<file path="src/rtl/serial_subtractor_ctrl.sv">
// Bit-serial WIDTH-bit subtractor: one full-subtractor cell is stepped
// LSB-first over WIDTH clock edges by a small IDLE/RUN controller.
// Result, final borrow and signed-overflow flag are registered and held
// until the next completion; done pulses for one cycle at completion.
module serial_subtractor_ctrl #(
  parameter int WIDTH = 8
) (
  input  logic             clk,
  input  logic             rst,
  input  logic             start,
  input  logic [WIDTH-1:0] a,
  input  logic [WIDTH-1:0] b,
  input  logic             bin,
  output logic             busy,
  output logic             done,
  output logic [WIDTH-1:0] diff,
  output logic             bout,
  output logic             ovf
);

  // Counter must be at least one bit wide even when WIDTH is 1.
  localparam int CW = (WIDTH > 1) ? $clog2(WIDTH) : 1;
  localparam logic [CW-1:0] LAST_BIT = CW'(WIDTH - 1);

  typedef enum logic [0:0] {
    ST_IDLE = 1'b0,
    ST_RUN  = 1'b1
  } state_t;

  // Full-subtractor cell: returns {borrow_out, difference_bit}.
  function automatic logic [1:0] fs_cell(input logic x, input logic y, input logic r);
    logic d_bit;
    logic b_bit;
    d_bit = x ^ y ^ r;
    b_bit = (~x & y) | (~(x ^ y) & r);
    return {b_bit, d_bit};
  endfunction

  state_t           state_q;
  logic [WIDTH-1:0] a_q;
  logic [WIDTH-1:0] b_q;
  logic [WIDTH-1:0] res_q;
  logic             brw_q;
  logic [CW-1:0]    cnt_q;
  logic             busy_q;
  logic             done_q;
  logic [WIDTH-1:0] diff_q;
  logic             bout_q;
  logic             ovf_q;

  logic             d_s;
  logic             brw_d;
  logic [WIDTH:0]   res_cat_s;
  logic [WIDTH-1:0] res_d;
  logic             ovf_d;
  logic             last_s;

  // Cell evaluation on the current LSBs plus next result/overflow values.
  // On the final step the operand LSBs are the captured sign bits, so the
  // overflow flag can be formed directly from the cell inputs and output.
  always_comb begin
    {brw_d, d_s} = fs_cell(a_q[0], b_q[0], brw_q);
    res_cat_s    = {d_s, res_q};
    res_d        = res_cat_s[WIDTH:1];
    ovf_d        = (a_q[0] != b_q[0]) && (d_s != a_q[0]);
    last_s       = (cnt_q == LAST_BIT);
  end

  // Controller FSM with datapath registers and registered handshake/result.
  always_ff @(posedge clk or posedge rst) begin
    if (rst) begin
      state_q <= ST_IDLE;
      a_q     <= '0;
      b_q     <= '0;
      res_q   <= '0;
      brw_q   <= 1'b0;
      cnt_q   <= '0;
      busy_q  <= 1'b0;
      done_q  <= 1'b0;
      diff_q  <= '0;
      bout_q  <= 1'b0;
      ovf_q   <= 1'b0;
    end else begin
      case (state_q)
        ST_IDLE: begin
          done_q <= 1'b0;
          if (start) begin
            a_q     <= a;
            b_q     <= b;
            brw_q   <= bin;
            res_q   <= '0;
            cnt_q   <= '0;
            busy_q  <= 1'b1;
            state_q <= ST_RUN;
          end else begin
            busy_q  <= 1'b0;
            state_q <= ST_IDLE;
          end
        end
        ST_RUN: begin
          a_q   <= a_q >> 1;
          b_q   <= b_q >> 1;
          res_q <= res_d;
          brw_q <= brw_d;
          if (last_s) begin
            state_q <= ST_IDLE;
            busy_q  <= 1'b0;
            done_q  <= 1'b1;
            diff_q  <= res_d;
            bout_q  <= brw_d;
            ovf_q   <= ovf_d;
          end else begin
            cnt_q   <= cnt_q + CW'(1);
            busy_q  <= 1'b1;
            done_q  <= 1'b0;
          end
        end
        default: begin
          state_q <= ST_IDLE;
          busy_q  <= 1'b0;
          done_q  <= 1'b0;
        end
      endcase
    end
  end

  assign busy = busy_q;
  assign done = done_q;
  assign diff = diff_q;
  assign bout = bout_q;
  assign ovf  = ovf_q;

endmodule
</file>
<file path="config.mk">
export PLATFORM = sky130hd
export DESIGN_NAME = serial_subtractor_ctrl
export DESIGN_NICKNAME = d
export VERILOG_FILES = /design/src/rtl/serial_subtractor_ctrl.sv
export SDC_FILE = /design/constraint.sdc
export NUM_CORES = 1
export LEC_CHECK = 0
export BUFFER_PORTS_ARGS = -buffer_cell sky130_fd_sc_hd__buf_2
export CORE_UTILIZATION = 30
export CTS_BUF_LIST = sky130_fd_sc_hd__clkbuf_16
export CTS_CLUSTER_DIAMETER = 40
export CTS_CLUSTER_SIZE = 8
export DETAILED_ROUTE_END_ITERATION = 7
export PLACE_DENSITY_LB_ADDON = 0.2
export SLEW_MARGIN = 20
export SYNTH_ARGS = -nofsm -noshare
export SYNTH_HDL_FRONTEND = slang
export SYNTH_SLANG_ARGS = --single-unit
</file>
<file path="constraint.sdc">
create_clock -name clk -period 3.4 [get_ports clk]
set_clock_uncertainty 0.15 [all_clocks]
set_input_delay 0.17 -clock clk [delete_from_list [all_inputs] [get_ports clk]]
set_output_delay 0.17 -clock clk [all_outputs]
set_load 0.05 [all_outputs]
</file>
Word-level counts from Yosys, hierarchy flattened
Index checks and enable logic that the tools add are counted.
{ "totals": {"input_bits": 20, "output_inout_bits": 12, "register_bits": 40, "elab_cells": 43} }
{ "op_classes": {"n_reduce_logical": 3, "bitwise": 8, "n_eq_ne": 5, "addsub": 1, "mux": 16} }
{ "ops": {"columns": ["op", "count"], "rows": [
  ["case mux 8 bit (2 select lines)", 3],
  ["2-to-1 mux 8 bit", 3],
  ["2-to-1 mux 3 bit", 2],
  ["case mux 1 bit (2 select lines)", 3],
  ["case mux 3 bit (2 select lines)", 1],
  ["2-to-1 mux 1 bit", 4],
  ["!= test 2 bit (second input constant)", 2],
  ["AND reduction 2 bit", 2],
  ["adder 3 x 1 -> 3 bit (second input constant)", 1],
  ["== test 3 bit (second input constant)", 1],
  ["NOT 1 bit", 3],
  ["AND 1 bit", 2],
  ["!= test 1 bit", 2],
  ["XOR 1 bit", 2],
  ["logical AND 1 bit", 1],
  ["bitwise OR 1 bit", 1]
]} }

Depth between registers and ports, before layout
{ "logic_depth": {"depth_word": 5, "depth_mapped": 5, "mapped_depth_nobuf": 4} }

Worst setup path after synthesis
No wires, ideal clock.
{ "synth_timing": {"path_type": "reg2reg", "from": "register cnt_q[0]", "to": "register cnt_q[1]", "t_arrival_ns": 1.335, "path_stages_with_launch": 6, "setup_slack_ns": 1.794, "required_ns": 3.129, "setup_ns": 0.121, "synth_period_minus_slack_ns": 1.606, "path_buffers": 1, "cell_sequence": "dfrtp_1 ha_1 ha_1 buf_6 mux2_4 a22o_1"} }
{ "synth_via": {"elab_chain_len": 3, "elab_cells_between_ends": 6, "classes_between": "add/sub (1); eq/ne (2); mux (2); reduce/logical (1)"} }
{ "synth_lines": {"columns": ["element", "line", "rtl"], "rows": [
  ["from (decl)", "44", "logic [CW-1:0] cnt_q;"],
  ["from (signal assigned)", "113", "cnt_q <= cnt_q + CW'(1);"],
  ["adder 3 x 1 -> 3 bit or == test 3 bit (tied branches)", "113, 66", null],
  ["2-to-1 mux 3 bit or != test 2 bit (tied branches)", null, null],
  ["case mux 3 bit (2 select lines) or AND reduction 2 bit (tied branches)", null, null]
]} }
Parallel ways exist; a longest one is shown, timed or not. The select of a mux whose other input is x is not followed.
A chain may end at the register's enable or synchronous reset.

Worst setup path after layout
{ "layout_timing": {"from": "register busy_q (netlist: busy)", "to": "output port busy"} }
{ "layout_rtl": {"columns": ["element", "line", "rtl"], "rows": [
  ["from (decl)", "45", "logic busy_q;"],
  ["from (signal assigned)", "78", "busy_q <= 1'b0;"],
  ["from (signal assigned)", "93", "busy_q <= 1'b1;"],
  ["from (signal assigned)", "96", "busy_q <= 1'b0;"],
  ["to (decl)", "14", "output logic busy,"]
]} }
No word-level cell between the ends.

==> flow_metrics.py <==
metrics = {
    "global_routing": {
        "grt_pass1_vias": 1167,
        "grt_max_degree": 40,
        "antenna_found_initial": 0,
        "track_usage_pct": 11.7,
        "gr-total-overflow": 0,
        "grt_pass1_wl_um": 5510,
    },
    "synth": {
        "synthCells": 150,
        "synth-seq-cells": 39,
        "synth-seq-area-share_pct": 54.8,
        "synthDistinctLibCells": 25,
        "ys_warn_count": 0,
        "syn_area_per_cell_um2": 11.9,
        "syn-num-nets": 174,
        "syn_area_mm2": 0.00178,
    },
    "placed_design": {
        "dp_hpwl_um": 2210,
        "gp_congestion": 0.702,
        "post-place-ws_ns": 1.50,
        "io_buffer_count": 31,
    },
    "critical_path": {
        "cp_slowest_stage_delay_ns": 1.03,
        "cp_cell_sequence": "buf_2",
        "cp_slowest_cell": "dfrtp_1",
        "crit_end": "busy",
        "crit_family": "flip-flops",
        "reg2reg_from": "busy$_DFF_PP0_",
        "cp-end-kind": "output pin",
        "rr_worst_depth": 3,
        "arrival_ns": 1.73,
        "crit_path_start_kind": "flop",
        "crit_start": "busy$_DFF_PP0_",
        "criticalPathCategory": "reg -> out",
        "required_ns": 3.08,
        "crit_fanout": 37,
        "crit_cells": 1,
        "r2r_setup_slack_ns": 1.49,
        "regToRegEndpoint": "res_q[7]$_DFFE_PP0P_",
        "cp_num_buf_inv": 1,
    },
    "detailed_routing": {
        "drt-initial-drc-count": 61,
        "viasPerCell": 4.57,
        "drt_first_pass_iters": 4,
        "drtAntennaViolNets": 0,
        "via_count": 1169,
        "routed_wl_um": 3270,
        "drc": 0,
        "wire_per_inst_um": 12.8,
    },
    "sta": {
        "timing.final.crit_share_pct": 60.3,
        "hold_viol": 0,
        "hold_ws_ns": 0.0183,
        "tightest_slew_ns": 1.04,
        "rsz0062_at_grt": "no",
        "layout_setup_ws_ns": 1.35,
        "relSlewSlack_pct": 31.0,
        "max_freq_mhz": 488,
        "drv_slew": 0,
        "setup_viol": 0,
        "tns_ns": 0,
        "min_period_ns": 2.05,
    },
    "floorplanning": {
        "die_width_um": 79.0,
        "start_util_pct": 31.7,
        "fp-row-count": 27,
        "die_area_mm2": 0.00625,
        "fp.dieH_um": 79.0,
        "pin_count": 32,
        "coreArea_mm2": 0.00561,
    },
    "pwr": {
        "worst_ir_drop_vdd_v": 0.000379,
        "leakage_nw": 1.06,
        "power_density_mw_per_mm2": 964,
        "power.total_mw": 2.04,
    },
    "cells_and_area": {
        "finalCoreUtilization_pct": 37.7,
        "diodes": 0,
        "drive_above_1_share_pct": 27.2,
        "fillers": 590,
        "area_growth_pct": 18.8,
        "fin_nets": 207,
    },
    "min_path": {
        "hold_class": "in -> reg",
    },
    "clocking": {
        "cts_max_level": 2,
        "tritoncts": "done",
        "numCtsBuffers": 5,
        "clk_pin_slew_ns": 0.06,
        "post_cts_resize_count": 0,
        "cts_buffer_depth": 2,
        "cts_root_buffer": "clkbuf_16",
        "insertion_delay_ns": 0.28,
        "post_cts_buffers": 0,
        "cts.sinks": 39,
    },
    "status": {
        "status": "complete, no violations",
    },
    "run": {
        "cap_violations": 0,
    },
}
==> cell type report <==
| type | instances | area (um^2) | share of cell area [%] |
|---|---|---|---|
| clock buffer | 5 | 125 | 5.92 |
| clock inverter | 3 | 16.3 | 0.769 |
| inverter | 5 | 18.8 | 0.888 |
| multi-input combinational | 96 | 688 | 32.5 |
| sequential | 39 | 976 | 46.2 |
| tap | 72 | 90.1 | 4.26 |
| timing repair buffer | 36 | 200 | 9.47 |
==> layer usage <==
layer	vias to the layer above	part of all wire, %	global-route usage, %
li1	569	-	-
met1	567	44	13.7
met2	28	49	19.1
met3	5	6.1	5.17
met4	0	1.2	3.82
met5	-	0	0
==> worst min-delay path by stage <==
stage,startpoint,endpoint,cells past startpoint
finish,a[2],a_q[2]$_DFFE_PP0P_,3
global route,a[2],a_q[2]$_DFFE_PP0P_,3
CTS,b[2],b_q[2]$_DFFE_PP0P_,3
detailed placement,rst,diff[7]$_DFFE_PP0P_,3
global placement,rst,b_q[0]$_DFFE_PP0P_,3
floorplan,a[7],a_q[7]$_DFFE_PP0P_,2
==> state kept, by name (all words and copies together) (netlist names) <==
register and count:
brw_q 1, diff 8, cnt_q 3, b_q 8
done 1, busy 1, res_q 7, a_q 8
ovf 1, bout 1
==> what timing repair did <==
action	4_1_cts	5_1_grt
hold endpoints to repair	41	0
hold buffers	3	0
endpoints found under the setup margin	0	0
==> per-stage QoR <==
| step | instances | cell area [um^2] |
|---|---|---|
| floorplan | 150 | 1780 |
| global placement | 245 | 1940 |
| detailed placement | 245 | 1940 |
| CTS | 256 | 2110 |
| global route | 256 | 2110 |
| finish | 256 | 2110 |
==> synthesized netlist by cell type (all sizes together) <==
| master | instances | area (um^2) |
|---|---|---|
| nor2 | 3 | 11.3 |
| nand2b | 8 | 50.1 |
| nor2b | 1 | 6.26 |
| a31oi | 1 | 6.26 |
| mux2 | 9 | 105 |
| a21oi | 1 | 5.00 |
| nor3b | 1 | 7.51 |
| dfrtp | 39 | 976 |
| nand2 | 22 | 90.1 |
| a22o | 2 | 17.5 |
| buf | 10 | 97.6 |
| nand3b | 1 | 7.51 |
| inv | 5 | 18.8 |
| ha | 3 | 37.5 |
| o21ai | 20 | 100 |
| o2bb2ai | 1 | 8.76 |
| mux2i | 18 | 180 |
| xnor2 | 2 | 17.5 |
| a21o | 1 | 7.51 |
| a32o | 1 | 10.0 |
| fa | 1 | 20.0 |
==> power by group <==
part           internal, mW  switching [mW]
combinational         0.301           0.455
clock                 0.267           0.183
sequential            0.664           0.169
==> placed cells by master, fill, tap and decap left out, drive strengths merged <==
cell | synthesis | routed
mux2i | 18 | 18
clkbuf | 0 | 5
nor2b | 1 | 1
o21ai | 20 | 20
clkinvlp | 0 | 1
mux2 | 9 | 9
buf | 10 | 33
nor3b | 1 | 1
xnor2 | 2 | 2
a31oi | 1 | 1
nand2 | 22 | 22
dlygate4sd3 | 0 | 3
nand2b | 8 | 8
a21oi | 1 | 1
a21o | 1 | 1
a22o | 2 | 2
clkinv | 0 | 1
nand3b | 1 | 1
o2bb2ai | 1 | 1
inv | 5 | 6
nor2 | 3 | 3
ha | 3 | 3
dfrtp | 39 | 39
fa | 1 | 1
a32o | 1 | 1
==> cell families after synthesis <==
group / synth area share (%)
compound gates: 8.71
mux: 16.0
fa+ha+maj: 3.23
flops: 54.8
simple gates: 9.70
xor+xnor: 0.984
buf+inv: 6.54
(Power assumes the default switching activity.)
